$ cat src/rtl/mem_stage_pkg.sv
`default_nettype none
// ============================================================================
//  Module  : mem_stage_pkg
//  Purpose : Shared pipeline constants, MEM-stage state encoding, writeback
//            bundle type and the jump-and-link value helper.
//  Contents: DATA_W (32) datapath/memory word width
//            ADDR_W (5)  data-memory word-address width
//            REG_W  (5)  register-file index width
//            PC_W   (5)  program-counter width
//  Revision: 1.0  initial release
// ============================================================================
package mem_stage_pkg;

    localparam int DATA_W = 32;
    localparam int ADDR_W = 5;
    localparam int REG_W  = 5;
    localparam int PC_W   = 5;

    // IDLE: slot empty or non-memory op.  ACCESS: load/store awaiting ready.
    typedef enum logic [0:0] {
        IDLE   = 1'b0,
        ACCESS = 1'b1
    } mem_state_t;

    typedef struct packed {
        logic [DATA_W-1:0] data;
        logic [REG_W-1:0]  write_reg;
        logic              reg_wrenable;
    } wb_t;

    // Return address of a jump-and-link: pc+1 wrapping inside PC_W bits,
    // then zero-extended to the datapath width.
    function automatic logic [DATA_W-1:0] link_value(input logic [PC_W-1:0] pc);
        logic [PC_W-1:0] nxt;
        nxt = pc + PC_W'(1);
        return DATA_W'(nxt);
    endfunction

endpackage
`default_nettype wire

$ cat src/rtl/mem_stage_if.sv
`default_nettype none
// ============================================================================
//  Module  : mem_stage_if
//  Purpose : Data-memory req/ready port between the MEM stage and memory.
//  Signals : dmem_req   request valid          (master -> slave)
//            dmem_we    1 = store, 0 = load    (master -> slave)
//            dmem_addr  word address           (master -> slave)
//            dmem_wdata store data             (master -> slave)
//            dmem_rdata load data              (slave  -> master)
//            dmem_ready access completes now   (slave  -> master)
//  Modports: master (MEM stage), slave (memory model)
//  Revision: 1.0  initial release
// ============================================================================
interface mem_stage_if;
    import mem_stage_pkg::*;

    logic              dmem_req;
    logic              dmem_we;
    logic [ADDR_W-1:0] dmem_addr;
    logic [DATA_W-1:0] dmem_wdata;
    logic [DATA_W-1:0] dmem_rdata;
    logic              dmem_ready;

    modport master (
        output dmem_req,
        output dmem_we,
        output dmem_addr,
        output dmem_wdata,
        input  dmem_rdata,
        input  dmem_ready
    );

    modport slave (
        input  dmem_req,
        input  dmem_we,
        input  dmem_addr,
        input  dmem_wdata,
        output dmem_rdata,
        output dmem_ready
    );

endinterface
`default_nettype wire

$ cat src/rtl/mem_stage_access_ctrl.sv
`default_nettype none
// ============================================================================
//  Module  : mem_stage_access_ctrl
//  Purpose : IDLE/ACCESS state machine for the data-memory port. Generates
//            the request, the store/load select and the upstream stall.
//  Ports   : clk, rst        clock, synchronous active-high reset
//            in_is_mem       op waiting in EX is a load or store
//            m_mem_wrenable  op held in EX/MEM is a store
//            dmem_ready      memory completes this cycle
//            stall_out       freeze IF/ID/EX and EX/MEM this cycle
//            dmem_req        request valid
//            dmem_we         1 = store, 0 = load
//  Revision: 1.0  initial release
// ============================================================================
module mem_stage_access_ctrl
    import mem_stage_pkg::*;
(
    input  wire logic clk,
    input  wire logic rst,
    input  wire logic in_is_mem,
    input  wire logic m_mem_wrenable,
    input  wire logic dmem_ready,
    output logic      stall_out,
    output logic      dmem_req,
    output logic      dmem_we
);

    mem_state_t r_state;
    mem_state_t w_state_next;

    always_ff @(posedge clk) begin
        if (rst) begin
            r_state <= IDLE;
        end else begin
            r_state <= w_state_next;
        end
    end

    always_comb begin
        w_state_next = r_state;
        stall_out    = 1'b0;
        dmem_req     = 1'b0;
        dmem_we      = 1'b0;
        case (r_state)
            ACCESS: begin
                dmem_req  = 1'b1;
                dmem_we   = m_mem_wrenable;
                // A same-cycle ready retires the access without a stall.
                stall_out = ~dmem_ready;
            end
            default: ;
        endcase
        // EX/MEM loads whenever not stalled; the new occupant decides the state.
        if (!stall_out) begin
            w_state_next = in_is_mem ? ACCESS : IDLE;
        end
    end

endmodule
`default_nettype wire

$ cat src/rtl/mem_stage.sv
`default_nettype none
// ============================================================================
//  Module  : mem_stage
//  Purpose : EX/MEM pipeline register, data-memory access controller and
//            MEM/WB register. Stalls upstream while a load/store waits for
//            the memory, produces the writeback bundle and EX forwarding taps.
//  Ports   : clk, rst                      clock, sync active-high reset
//            in_pc/in_alu_result/in_rd2    EX-stage data
//            in_is_jump/in_reg_wrenable/
//            in_write_reg/in_mem_wrenable/
//            in_mem_to_reg                 EX-stage control
//            stall_out                     freeze IF/ID/EX this cycle
//            dmem (mem_stage_if.master)    data-memory req/ready port
//            out_wb_data/out_write_reg/
//            out_reg_wrenable              writeback bundle
//            fwd_mem_valid/reg/data        EX forwarding taps
//  Config  : MEM_STAGE_FWD_EN  enables forwarding taps (else tied 0)
//  Revision: 1.0  initial release
// ============================================================================
module mem_stage
    import mem_stage_pkg::*;
(
    input  wire logic              clk,
    input  wire logic              rst,
    input  wire logic [PC_W-1:0]   in_pc,
    input  wire logic [DATA_W-1:0] in_alu_result,
    input  wire logic [DATA_W-1:0] in_rd2,
    input  wire logic              in_is_jump,
    input  wire logic              in_reg_wrenable,
    input  wire logic [REG_W-1:0]  in_write_reg,
    input  wire logic              in_mem_wrenable,
    input  wire logic              in_mem_to_reg,
    output logic                   stall_out,
    mem_stage_if.master            dmem,
    output logic [DATA_W-1:0]      out_wb_data,
    output logic [REG_W-1:0]       out_write_reg,
    output logic                   out_reg_wrenable,
    output logic                   fwd_mem_valid,
    output logic [REG_W-1:0]       fwd_mem_reg,
    output logic [DATA_W-1:0]      fwd_mem_data
);

    // EX/MEM slot
    logic [PC_W-1:0]   r_m_pc;
    logic [DATA_W-1:0] r_m_alu_result;
    logic [DATA_W-1:0] r_m_rd2;
    logic              r_m_is_jump;
    logic              r_m_reg_wrenable;
    logic [REG_W-1:0]  r_m_write_reg;
    logic              r_m_mem_wrenable;
    logic              r_m_mem_to_reg;

    wb_t               r_wb;

    logic              w_dmem_req;
    logic              w_dmem_we;
    logic              w_is_load;
    logic [DATA_W-1:0] w_alu_or_link;
    logic [DATA_W-1:0] w_wb_data;

    mem_stage_access_ctrl u_ctrl (
        .clk            (clk),
        .rst            (rst),
        .in_is_mem      (in_mem_wrenable | in_mem_to_reg),
        .m_mem_wrenable (r_m_mem_wrenable),
        .dmem_ready     (dmem.dmem_ready),
        .stall_out      (stall_out),
        .dmem_req       (w_dmem_req),
        .dmem_we        (w_dmem_we)
    );

    // Address and store data come straight from the slot, so they stay
    // stable for as long as the stall holds the slot.
    assign dmem.dmem_req   = w_dmem_req;
    assign dmem.dmem_we    = w_dmem_we;
    assign dmem.dmem_addr  = r_m_alu_result[ADDR_W-1:0];
    assign dmem.dmem_wdata = r_m_rd2;

    always_ff @(posedge clk) begin
        if (rst) begin
            r_m_pc           <= '0;
            r_m_alu_result   <= '0;
            r_m_rd2          <= '0;
            r_m_is_jump      <= 1'b0;
            r_m_reg_wrenable <= 1'b0;
            r_m_write_reg    <= '0;
            r_m_mem_wrenable <= 1'b0;
            r_m_mem_to_reg   <= 1'b0;
        end else if (!stall_out) begin
            r_m_pc           <= in_pc;
            r_m_alu_result   <= in_alu_result;
            r_m_rd2          <= in_rd2;
            r_m_is_jump      <= in_is_jump;
            r_m_reg_wrenable <= in_reg_wrenable;
            r_m_write_reg    <= in_write_reg;
            r_m_mem_wrenable <= in_mem_wrenable;
            r_m_mem_to_reg   <= in_mem_to_reg;
        end
    end

    // An op flagged as both load and store behaves as a store.
    assign w_is_load     = r_m_mem_to_reg & ~r_m_mem_wrenable;
    assign w_alu_or_link = r_m_is_jump ? link_value(r_m_pc) : r_m_alu_result;
    assign w_wb_data     = w_is_load ? dmem.dmem_rdata : w_alu_or_link;

    always_ff @(posedge clk) begin
        if (rst) begin
            r_wb <= '0;
        end else if (stall_out) begin
            // Bubble: only the enable drops, the rest of the bundle holds.
            r_wb.reg_wrenable <= 1'b0;
        end else begin
            r_wb.data         <= w_wb_data;
            r_wb.write_reg    <= r_m_write_reg;
            r_wb.reg_wrenable <= r_m_reg_wrenable & ~r_m_mem_wrenable;
        end
    end

    assign out_wb_data      = r_wb.data;
    assign out_write_reg    = r_wb.write_reg;
    assign out_reg_wrenable = r_wb.reg_wrenable;

`ifdef MEM_STAGE_FWD_EN
    // Loads are excluded: their value does not exist until the access ends.
    assign fwd_mem_valid = r_m_reg_wrenable & ~r_m_mem_to_reg & ~r_m_mem_wrenable
                           & (r_m_write_reg != '0);
    assign fwd_mem_reg   = r_m_write_reg;
    assign fwd_mem_data  = w_alu_or_link;
`else
    assign fwd_mem_valid = 1'b0;
    assign fwd_mem_reg   = '0;
    assign fwd_mem_data  = '0;
`endif

endmodule
`default_nettype wire

$ cat src/flat_wrapper.sv
// flat-port wrapper written by rule: the top's interface ports become plain ports
module mem_stage_flat import mem_stage_pkg::*;
  (clk, rst, in_pc, in_alu_result, in_rd2, in_is_jump, in_reg_wrenable, in_write_reg, in_mem_wrenable, in_mem_to_reg, stall_out, out_wb_data, out_write_reg, out_reg_wrenable, fwd_mem_valid, fwd_mem_reg, fwd_mem_data, dmem_dmem_req, dmem_dmem_we, dmem_dmem_addr, dmem_dmem_wdata, dmem_dmem_rdata, dmem_dmem_ready);
  mem_stage_if dmem_i ();
  input  wire logic clk;
  input  wire logic rst;
  input  wire logic [PC_W-1:0] in_pc;
  input  wire logic [DATA_W-1:0] in_alu_result;
  input  wire logic [DATA_W-1:0] in_rd2;
  input  wire logic in_is_jump;
  input  wire logic in_reg_wrenable;
  input  wire logic [REG_W-1:0] in_write_reg;
  input  wire logic in_mem_wrenable;
  input  wire logic in_mem_to_reg;
  output logic stall_out;
  output logic [DATA_W-1:0] out_wb_data;
  output logic [REG_W-1:0] out_write_reg;
  output logic out_reg_wrenable;
  output logic fwd_mem_valid;
  output logic [REG_W-1:0] fwd_mem_reg;
  output logic [DATA_W-1:0] fwd_mem_data;
  output wire logic [$bits(dmem_i.dmem_req)-1:0] dmem_dmem_req;
  output wire logic [$bits(dmem_i.dmem_we)-1:0] dmem_dmem_we;
  output wire logic [$bits(dmem_i.dmem_addr)-1:0] dmem_dmem_addr;
  output wire logic [$bits(dmem_i.dmem_wdata)-1:0] dmem_dmem_wdata;
  input wire logic [$bits(dmem_i.dmem_rdata)-1:0] dmem_dmem_rdata;
  input wire logic [$bits(dmem_i.dmem_ready)-1:0] dmem_dmem_ready;
  assign dmem_dmem_req = dmem_i.dmem_req;
  assign dmem_dmem_we = dmem_i.dmem_we;
  assign dmem_dmem_addr = dmem_i.dmem_addr;
  assign dmem_dmem_wdata = dmem_i.dmem_wdata;
  assign dmem_i.dmem_rdata = dmem_dmem_rdata;
  assign dmem_i.dmem_ready = dmem_dmem_ready;
  mem_stage u_core (.clk(clk), .rst(rst), .in_pc(in_pc), .in_alu_result(in_alu_result), .in_rd2(in_rd2), .in_is_jump(in_is_jump), .in_reg_wrenable(in_reg_wrenable), .in_write_reg(in_write_reg), .in_mem_wrenable(in_mem_wrenable), .in_mem_to_reg(in_mem_to_reg), .stall_out(stall_out), .dmem(dmem_i), .out_wb_data(out_wb_data), .out_write_reg(out_write_reg), .out_reg_wrenable(out_reg_wrenable), .fwd_mem_valid(fwd_mem_valid), .fwd_mem_reg(fwd_mem_reg), .fwd_mem_data(fwd_mem_data));
endmodule
$ cat config.mk
export PLATFORM = sky130hd
export DESIGN_NAME = mem_stage_flat
export DESIGN_NICKNAME = d
export VERILOG_FILES = /design/src/rtl/mem_stage_pkg.sv /design/src/rtl/mem_stage_if.sv /design/src/rtl/mem_stage_access_ctrl.sv /design/src/rtl/mem_stage.sv /design/src/flat_wrapper.sv
export SDC_FILE = /design/constraint.sdc
export NUM_CORES = 1
export LEC_CHECK = 0
export CORE_ASPECT_RATIO = 1.2
export CORE_MARGIN = 2
export CORE_UTILIZATION = 45
export CTS_CLUSTER_DIAMETER = 80
export DETAILED_ROUTE_END_ITERATION = 8
export PLACE_DENSITY_LB_ADDON = 0.3
export SETUP_SLACK_MARGIN = 0.5
export SYNTH_ARGS = -nofsm -noshare
export SYNTH_HDL_FRONTEND = slang
export SYNTH_HIERARCHICAL = 1
export SYNTH_SLANG_ARGS = --single-unit
$ cat constraint.sdc
create_clock -name clk -period 2.05 [get_ports clk]
set_input_delay 0.41 -clock clk [delete_from_list [all_inputs] [get_ports clk]]
set_output_delay 0.41 -clock clk [all_outputs]
set_load 0.03 [all_outputs]
==> out/qor.txt <==
Post-Route WL - 12.9 mm
CP required - 1640 ps
Remaining DRCs - 0
R2R depth - 5
gate family responsible for the most delay along the worst path - flip-flops
Final setup viols - 0
reg-to-reg endpoint - u_core/dmem.dmem_wdata[4]
number of global-route vias before repair - 4324
first-pass GRT wire length - 20.2 mm
gr usage total - 0.214
Tmin final - 1530 ps
TritonCTS clock tree - built
fraction of layout cells with a size suffix above 1 - 0.176
slew margin rel. - 0.600
critical-path cell list - and2_2, clkbuf_2
Worst-Margin Slew - 601 ps
slack of the worst reg-to-reg path - 610 ps
Endpoint, Worst Hold - u_core/out_wb_data[2]
Die X - 100 um
DP HPWL - 9.13 mm
I/O pin cnt - 229
Cell Area, Placed - 6780 um^2
Startpoint Class - flop
top post-synthesis cells by area - dfxtp_1 (47%), mux2i_1 (17%), nor2_1 (8.3%), buf_4 (7.7%), a311oi_1 (4.7%)
skew final - 7.35 ps
CP max stage delay - 350 ps
total number of vias - 4196
Crit path arrival time - 1120 ps
clk_lat worst skew - 400 ps
final net count - 811
antenna-violating nets left - 0
setup TNS - 0 ps
hold path depth - 2
n_diodes - 0
Synth cell types - 35
flops & latches, synth - 117
initial antenna violation count - 0
cell taking the most area after synthesis - dfxtp_1
Min-Delay Path Class - reg2reg
crit path max fanout - 3
port bufs - 190
Yosys Warn Count - 6
Finished Cell Area - 7180 um^2
pwr/cell area - 905 nW/um^2
register area share after synthesis - 0.469
FP Rows - 42
Post-synth EDFFs - 0
initial core utilization - 0.457
post-synthesis cell area - 5000 um^2
1st-iter DRT viols - 147
Final Max Tran Viols - 0
core area - 10900 um^2
commonest cells after routing, fill and taps aside - dfxtp_1 (116), nor2_1 (111), clkdlybuf4s50_1 (110)
overall die area - 12000 um^2
commonest non-fill, non-tap cell in the layout - dfxtp_1
drt via density - 4.98
FF-to-FF Start - u_core/u_ctrl/r_state
leak pwr - 2.96 nW
largest net degree at the start of global routing - 58
crit path capture type - output port
# hold bufs at CTS - 0
ys async rst share - 0
CTS max path bufs - 2
Avg WL per Cell - 15.3 um
post-synth top area share - 0.469
unrepaired setup endpoints after global routing - false
CTS Sinks - 117
f_max - 656 MHz
Post-synth top flop - dfxtp_1
Bufs and invs on worst path - 1
hold wc startpoint - u_core/out_wb_data[2]
final hold vios - 0
Slowest cell on crit path - dfxtp_2
IR drop worst, VDD - 0.547 mV
area grow syn2layout - 43.8%
Worst-path clk slew - 50 ps
Final Wtd Congestion - 0.743
H-tree levels - 4
type of the worst setup path - reg2out
synthesized instance count - 516
CTS buffer count - 17
crit share post-route - 0.744
outcome - complete, no violations
Remaining Overflow, GRT - 0
1st-pass router iterations - 4
die height - 119 um
Setup crit start - u_core/u_ctrl/r_state
MaxCap Viol Count - 0
synthesized area per cell - 9.68 um^2
Root Driver - clkbuf_16
[synthesized netlist by cell type, drive strengths merged (3+ instances only)]
master and count:
clkbuf 11, nand3b 27, mux2i 84, a21oi 5, buf 70, nor2 111
nand2b 3, a311oi 27, nor2b 4, dfxtp 117, nand2 31, inv 3
[power by group]
part	leakage [nW]	internal (mW)	total, mW	switching (mW)
Clock	0.267	1.81	2.83	1.02
Combinational	1.73	0.494	1.13	0.637
Sequential	0.970	2.44	2.54	0.0986
[per-layer routing]
metal  up-vias  global-route usage  wire length [um]
met5         -                   0                 0
met3        23              0.0827               998
met2       167               0.374              6620
met4         0              0.0925               338
met1      1954               0.226              4900
li1       2052                   -                 -
[worst min-delay path, stage by stage (launching register included)]
cell	delay (ps)
dfxtp_1	300
inv_1	60
a221oi_2	60
[kinds of logic after synthesis]
family | after synthesis | share of synthesized area
muxes | 84 | 0.168
xor gates and xnor gates | 1 | 0.00175
DFF | 117 | 0.469
and+or+nand+nor | 183 | 0.171
adders and majority gates | 1 | 0.00250
buffers and inverters | 84 | 0.112
AOI/OAI and AO/OA | 45 | 0.0751
other | 1 | 0.000751
[worst max path at each step]
stage,end,cells past startpoint
5_1_grt,dmem_dmem_we,2
6_report,dmem_dmem_we,2
3_3_place_gp,u_core/dmem.dmem_wdata[13],5
3_5_place_dp,u_core/dmem.dmem_wdata[9],5
4_1_cts,dmem_dmem_we,2
2_1_floorplan,u_core/r_m_alu_result[17],5
[what timing repair did]
item                       4_1_cts  5_1_grt
gates resized for setup        170       62
setup endpoints to repair       78       87
buffers inserted                 1        2
gates cloned                     0        1
[area by class of cell]
cell class              instances  area, um^2
fillers                       894        3750
flip-flops and latches        117        2340
multi-input cells             352        2230
repair buffers                206        1850
clock buffers                  19         443
well taps                     132         165
clock inverters                13         134
inverters                       3        13.8
[per-stage QoR]
stage	utilization	setup slack, ps	power (mW)	cells	hold WS [ps]
after floorplan	-	515	3.33	553	455
after global placement	0.620	166	3.75	806	449
after detailed placement	0.620	120	3.78	806	467
after CTS	0.672	312	6.58	839	475
after global routing	0.657	484	6.78	842	491
final	0.657	525	6.50	842	472
No activity file was read; power rests on OpenSTA's default activity.
